`config.mk`:
```
export PLATFORM = sky130hd
export DESIGN_NAME = instr_queue_mw
export DESIGN_NICKNAME = d
export VERILOG_FILES = /design/src/rtl/tomasulo_pkg.sv /design/src/rtl/iq_ptr_ctl.sv /design/src/rtl/instr_queue_mw.sv
export SDC_FILE = /design/constraint.sdc
export NUM_CORES = 1
export LEC_CHECK = 0
export ABC_AREA = 0
export CORE_MARGIN = 2
export CORE_UTILIZATION = 40
export DETAILED_ROUTE_END_ITERATION = 8
export GPL_ROUTABILITY_DRIVEN = 1
export SYNTH_ARGS = -nofsm -noshare
export SYNTH_HDL_FRONTEND = slang
export SYNTH_HIERARCHICAL = 1
export SYNTH_SLANG_ARGS = --single-unit
export TNS_END_PERCENT = 1
```
`constraint.sdc`:
```
create_clock -name CLK -period 3.7 [get_ports CLK]
set_input_delay 0.925 -clock CLK [delete_from_list [all_inputs] [get_ports CLK]]
set_output_delay 0.925 -clock CLK [all_outputs]
set_load 0.005 [all_outputs]
```
`src/rtl/tomasulo_pkg.sv`:
```
// rtl/tomasulo_pkg.sv - shared instruction width and instruction field types for the Tomasulo front end
package tomasulo_pkg;

    localparam int INSTR_WIDTH = 16;

    typedef enum logic [3:0] {
        OP_NOP = 4'h0,
        OP_ADD = 4'h1,
        OP_SUB = 4'h2,
        OP_MUL = 4'h3,
        OP_DIV = 4'h4,
        OP_LD  = 4'h5,
        OP_ST  = 4'h6,
        OP_BR  = 4'h7
    } opcode_t;

    typedef struct packed {
        opcode_t    opcode;
        logic [3:0] rd;
        logic [3:0] rs1;
        logic [3:0] rs2;
    } instr_t;

endpackage

```
`src/rtl/iq_ptr_ctl.sv`:
```
// rtl/iq_ptr_ctl.sv - head/tail pointers, occupancy count and accept/clip arithmetic for the instruction queue
module iq_ptr_ctl #(
    parameter int DEPTH = 8,
    parameter int ENQ_W = 2,
    parameter int DEQ_W = 2,
    parameter int CNT_W = $clog2(DEPTH + 1),
    parameter int PTR_W = $clog2(DEPTH),
    parameter int ADC_W = $clog2(ENQ_W + 1),
    parameter int RTR_W = $clog2(DEQ_W + 1)
) (
    input  logic             CLK,
    input  logic             CLR,
    input  logic             flush,
    input  logic [ADC_W-1:0] adc,
    input  logic [RTR_W-1:0] rtr,
    output logic [PTR_W-1:0] frente,
    output logic [PTR_W-1:0] tras,
    output logic [CNT_W-1:0] count,
    output logic             enq_ok,
    output logic             cheio,
    output logic             vazio,
    output logic             adcRdy
);

    logic [CNT_W-1:0] free;
    logic [CNT_W-1:0] adc_c;
    logic [CNT_W-1:0] rtr_c;
    logic [CNT_W-1:0] enq_eff;
    logic [CNT_W-1:0] deq_eff;

    // Space freed by a same-cycle dequeue is deliberately not counted in free.
    assign free    = CNT_W'(DEPTH) - count;
    assign adc_c   = CNT_W'(adc);
    assign rtr_c   = CNT_W'(rtr);
    assign enq_ok  = (adc_c <= free);
    assign enq_eff = enq_ok ? adc_c : '0;
    assign deq_eff = (rtr_c > count) ? count : rtr_c;

    assign cheio  = (count == CNT_W'(DEPTH));
    assign vazio  = (count == '0);
    assign adcRdy = (free >= CNT_W'(ENQ_W));

    always_ff @(posedge CLK or posedge CLR) begin
        if (CLR) begin
            frente <= '0;
            tras   <= '0;
            count  <= '0;
        end else if (flush) begin
            frente <= '0;
            tras   <= '0;
            count  <= '0;
        end else begin
            frente <= frente + PTR_W'(deq_eff);
            tras   <= tras + PTR_W'(enq_eff);
            count  <= count + enq_eff - deq_eff;
        end
    end

endmodule

```
`src/rtl/instr_queue_mw.sv`:
```
// rtl/instr_queue_mw.sv - multi-wide in-order instruction queue between fetch and dispatch
module instr_queue_mw
    import tomasulo_pkg::*;
#(
    parameter int WIDTH = INSTR_WIDTH,
    parameter int DEPTH = 8,
    parameter int ENQ_W = 2,
    parameter int DEQ_W = 2,
    parameter int CNT_W = $clog2(DEPTH + 1)
) (
    input  logic                       CLK,
    input  logic                       CLR,
    input  logic                       flush,
    input  logic [$clog2(ENQ_W+1)-1:0] adc,
    input  logic [ENQ_W*WIDTH-1:0]     instrIn,
    input  logic [$clog2(DEQ_W+1)-1:0] rtr,
    output logic [DEQ_W*WIDTH-1:0]     instrOut,
    output logic [DEQ_W-1:0]           outValid,
    output logic [CNT_W-1:0]           count,
    output logic                       cheio,
    output logic                       vazio,
    output logic                       adcRdy
);

    localparam int PTR_W = $clog2(DEPTH);

    logic [WIDTH-1:0] mem [DEPTH];
    logic [PTR_W-1:0] frente;
    logic [PTR_W-1:0] tras;
    logic             enq_ok;

    iq_ptr_ctl #(
        .DEPTH (DEPTH),
        .ENQ_W (ENQ_W),
        .DEQ_W (DEQ_W),
        .CNT_W (CNT_W)
    ) u_ptr (
        .CLK    (CLK),
        .CLR    (CLR),
        .flush  (flush),
        .adc    (adc),
        .rtr    (rtr),
        .frente (frente),
        .tras   (tras),
        .count  (count),
        .enq_ok (enq_ok),
        .cheio  (cheio),
        .vazio  (vazio),
        .adcRdy (adcRdy)
    );

    // Storage has no reset: validity is tracked solely by the pointer/count logic.
    always_ff @(posedge CLK) begin
        if (!flush && enq_ok) begin
            for (int i = 0; i < ENQ_W; i++) begin
                if (i < int'(adc))
                    mem[tras + PTR_W'(i)] <= instrIn[i*WIDTH +: WIDTH];
            end
        end
    end

    for (genvar g = 0; g < DEQ_W; g++) begin : g_head
        assign instrOut[g*WIDTH +: WIDTH] = mem[frente + PTR_W'(g)];
        assign outValid[g]                = (CNT_W'(g) < count);
    end

endmodule

```
==> out/metrics.csv <==
metric;value;unit
outcome;finished, final reports clean;
syn-num-nets;674;
drive_gt1_share;40.4;%
yosysWarnings;6;
synth_top_family_by_area;multiplexers;
synth-adder-area-share;3.29;%
fmax;275;MHz
synth_common_cells;mux2_2 (144), edfxtp_1 (128), nor2b_1 (37);
place.gp.congestion;0.820;
synth_cell_types;45;
num_antenna_cells;0;
synth_compound_area_share;5.16;%
holdPathEnd;u_ptr/tras[2]$_DFF_PP0_;
antenna_found_initial;0;
worstPathMaxFanout;17;
finalWorstSetupSlack;0.0666;ns
required;2.77;ns
die_h;151;um
cts.htree.levels;4;
first_global_vias;6003;
clock_sinks;138;
fin_crit;3.63;ns
core;21200;um^2
synth_top_area_cell;edfxtp_1;
cp-end-kind;output port;
path_buf_inv;2;
comb_power_share;52.6;%
relSlewSlack;41.0;%
clkPwrFrac;21.7;%
synthCells;614;
rsz0062_at_grt;true;
grt_max_degree;82;
num_vias;5835;
hold_violations;0;
r2r_slack;0.50;ns
utilization;51.2;%
port-buffer-count;79;
ir_drop;0.429;mV
powerDensity;800;nW/um^2
fin_crit_sh;98.2;%
clk_pin_slew;0.06;ns
maxCapViolations;0;
use_met3;4.07;%
setup_viol;0;
hold_class;reg2reg;
cp.arrival;2.71;ns
r2r-end;mem[0][0]$_DFFE_PP_;
dieWidth;151;um
grt_pass1_wl;35600;um
cp-start-kind;register;
met1_usage;28.3;%
drt-initial-drc-count;298;
p_total;0.00868;W
reg2reg_depth;10;
hold_path_startpoint;u_ptr/tras[2]$_DFF_PP0_;
seq_area_frac_synth;47.2;%
initial_core_util;41.0;%
skew;0.00927;ns
grt_busiest_layer;met2;
seq_power_share;25.8;%
synth_seq_cells;138;
switching_power;0.00301;W
drt_first_pass_iters;4;
synth.top_cells.by_area;edfxtp_1 (44%), mux2_2 (19%), mux4_2 (8.3%);
fin_setup_tns;0;ns
viasPerCell;5.79;
ys.flop_type;edfxtp_1;
maxSlewViolCount;0;
cp_slowest_stage_delay;0.57;ns
grt_use_total;21.1;%
synth_edf_count;128;
drt-total-wl;23100;um
swShare;34.7;%
netlist_area;8680;um^2
r2r_start;u_ptr/count[1]$_DFF_PP0_;
final_antenna_net_count;0;
use_met2;35.2;%
synth-xor-area-share;1.08;%
syn_to_final_growth;24.9;%
muxShareOfSynthArea;30.8;%
placementRows;53;
num-nets-final;780;
fillCellCount;1790;
avgSynthCellArea;14.1;um^2
hpwl;14800;um
yosysMostFrequentCell;mux2_2;
path_class;reg2out;
cts_buffers;17;
critPathSlowestCell;clkdlybuf4s50_1;
cp_cell_sequence;ha_4 -> buf_6 -> mux2i_1 -> and3_1 -> nor4_2 -> clkdlybuf4s50_1;
dp_slack;0.0168;ns
postCtsHoldBufs;0;
clock_path_buffers;2;
async_flop_share;7.25;%
drc;0;
tightest_slew;0.876;ns
gr-total-overflow;0;
synth-simple-area-share;9.44;%
whs_path_depth;2;
wire_per_inst;22.9;um
synth_top_area_share;44.3;%
p_leak;3.84;nW
ioPinCount;80;
clock_latency;0.43;ns
cts_tree;done;
cp_top_family;buffers and inverters;
fp.dieArea;22900;um^2
p_int;0.00567;W
clockRootBuffer;clkbuf_16;
-- registers in the layout (all words and copies together), names as in the netlist --
register and flops:
mem 128, u_ptr/count 4, u_ptr/frente 3, u_ptr/tras 3
-- stage by stage --
| step | area, um^2 | cells | hold WS, ns |
|---|---|---|---|
| 3_5_place_dp | 10100 | 973 | 0.753 |
| 5_1_grt | 10800 | 1008 | 0.827 |
| 2_1_floorplan | 8680 | 614 | 0.558 |
| 3_3_place_gp | 10100 | 973 | 0.725 |
| 6_report | 10800 | 1008 | 0.762 |
| 4_1_cts | 10800 | 1008 | 0.770 |
-- what timing repair did --
item                                    4_1_cts  5_1_grt
endpoints found under the setup margin       27       13
gates resized for setup                       6       15
pin swaps                                     2        0
cloned                                        0        0
buffers inserted                              3        0
-- layout by cell type, fill, tap and decap left out, types with 4 or more instances in the layout --
| master | n |
|---|---|
| nor4_1 | 10 |
| clkdlybuf4s50_1 | 79 |
| o21ai_2 | 4 |
| clkbuf_16 | 17 |
| edfxtp_1 | 128 |
| buf_4 | 42 |
| or3_1 | 4 |
| o21ai_0 | 5 |
| o21bai_2 | 4 |
| nand2_1 | 7 |
| nor4_2 | 7 |
| dfrtp_1 | 8 |
| a2111oi_1 | 8 |
| inv_1 | 15 |
| mux2i_1 | 33 |
| nor2_1 | 4 |
| mux2_2 | 144 |
| nor2b_1 | 37 |
| buf_12 | 5 |
| mux4_2 | 32 |
| and3_1 | 32 |
| a2111oi_0 | 24 |
| ha_1 | 17 |
| bufinv_16 | 5 |
-- power groups by stage --
| stage | logic [W] | registers, W | clock network, W |
|---|---|---|---|
| after global placement | 0.00434 | 0.00225 | 0 |
| after global routing | 0.00494 | 0.00227 | 0.00196 |
| final | 0.00456 | 0.00224 | 0.00188 |
| after floorplan | 0.00258 | 0.00221 | 0 |
| after CTS | 0.00451 | 0.00224 | 0.00190 |
| after detailed placement | 0.00440 | 0.00226 | 0 |
-- worst max-delay path by stage --
stage | start | end | slack [ns] | depth (start not counted)
2_1_floorplan | adc[1] | mem[6][0]$_DFFE_PP_ | 0.05 | 6
3_3_place_gp | rtr[1] | u_ptr/frente[2]$_DFF_PP0_ | 0.10 | 11
3_5_place_dp | rtr[1] | u_ptr/frente[2]$_DFF_PP0_ | 0.02 | 11
4_1_cts | u_ptr/frente[0]$_DFF_PP0_ | instrOut[22] | 0.01 | 6
5_1_grt | u_ptr/frente[0]$_DFF_PP0_ | instrOut[29] | -0.05 | 6
6_report | u_ptr/frente[0]$_DFF_PP0_ | instrOut[29] | 0.07 | 6
-- area by class of cell --
cell class	count	area [um^2]	area share [%]
tap	275	344	3.17
clock buffer	20	457	4.21
multi-input combinational	418	4430	40.9
timing repair buffer	130	1250	11.6
inverter	15	56.3	0.519
clock inverter	12	196	1.81
sequential	138	4100	37.8
-- cells by family after synthesis --
group	count (synthesis)
multiplexers	209
buffers and inverters	58
XOR/XNOR	9
adder cells (fa/ha/maj)	21
AO/OA/AOI/OAI	56
AND/OR/NAND/NOR	123
flip-flops	138
-- worst min-delay path, cell delays in order, from the launching register on --
cell,delay (ns)
dfrtp_1,0.50
xor2_1,0.17
nor2_1,0.05
-- metal layers --
metal / part of all wire [%] / routed length [um]
met1: 44 / 10100
met3: 5.1 / 1170
met4: 1.5 / 337
met2: 50 / 11500
met5: 0 / 0
Note: power is estimated with default switching activity, not from simulation.
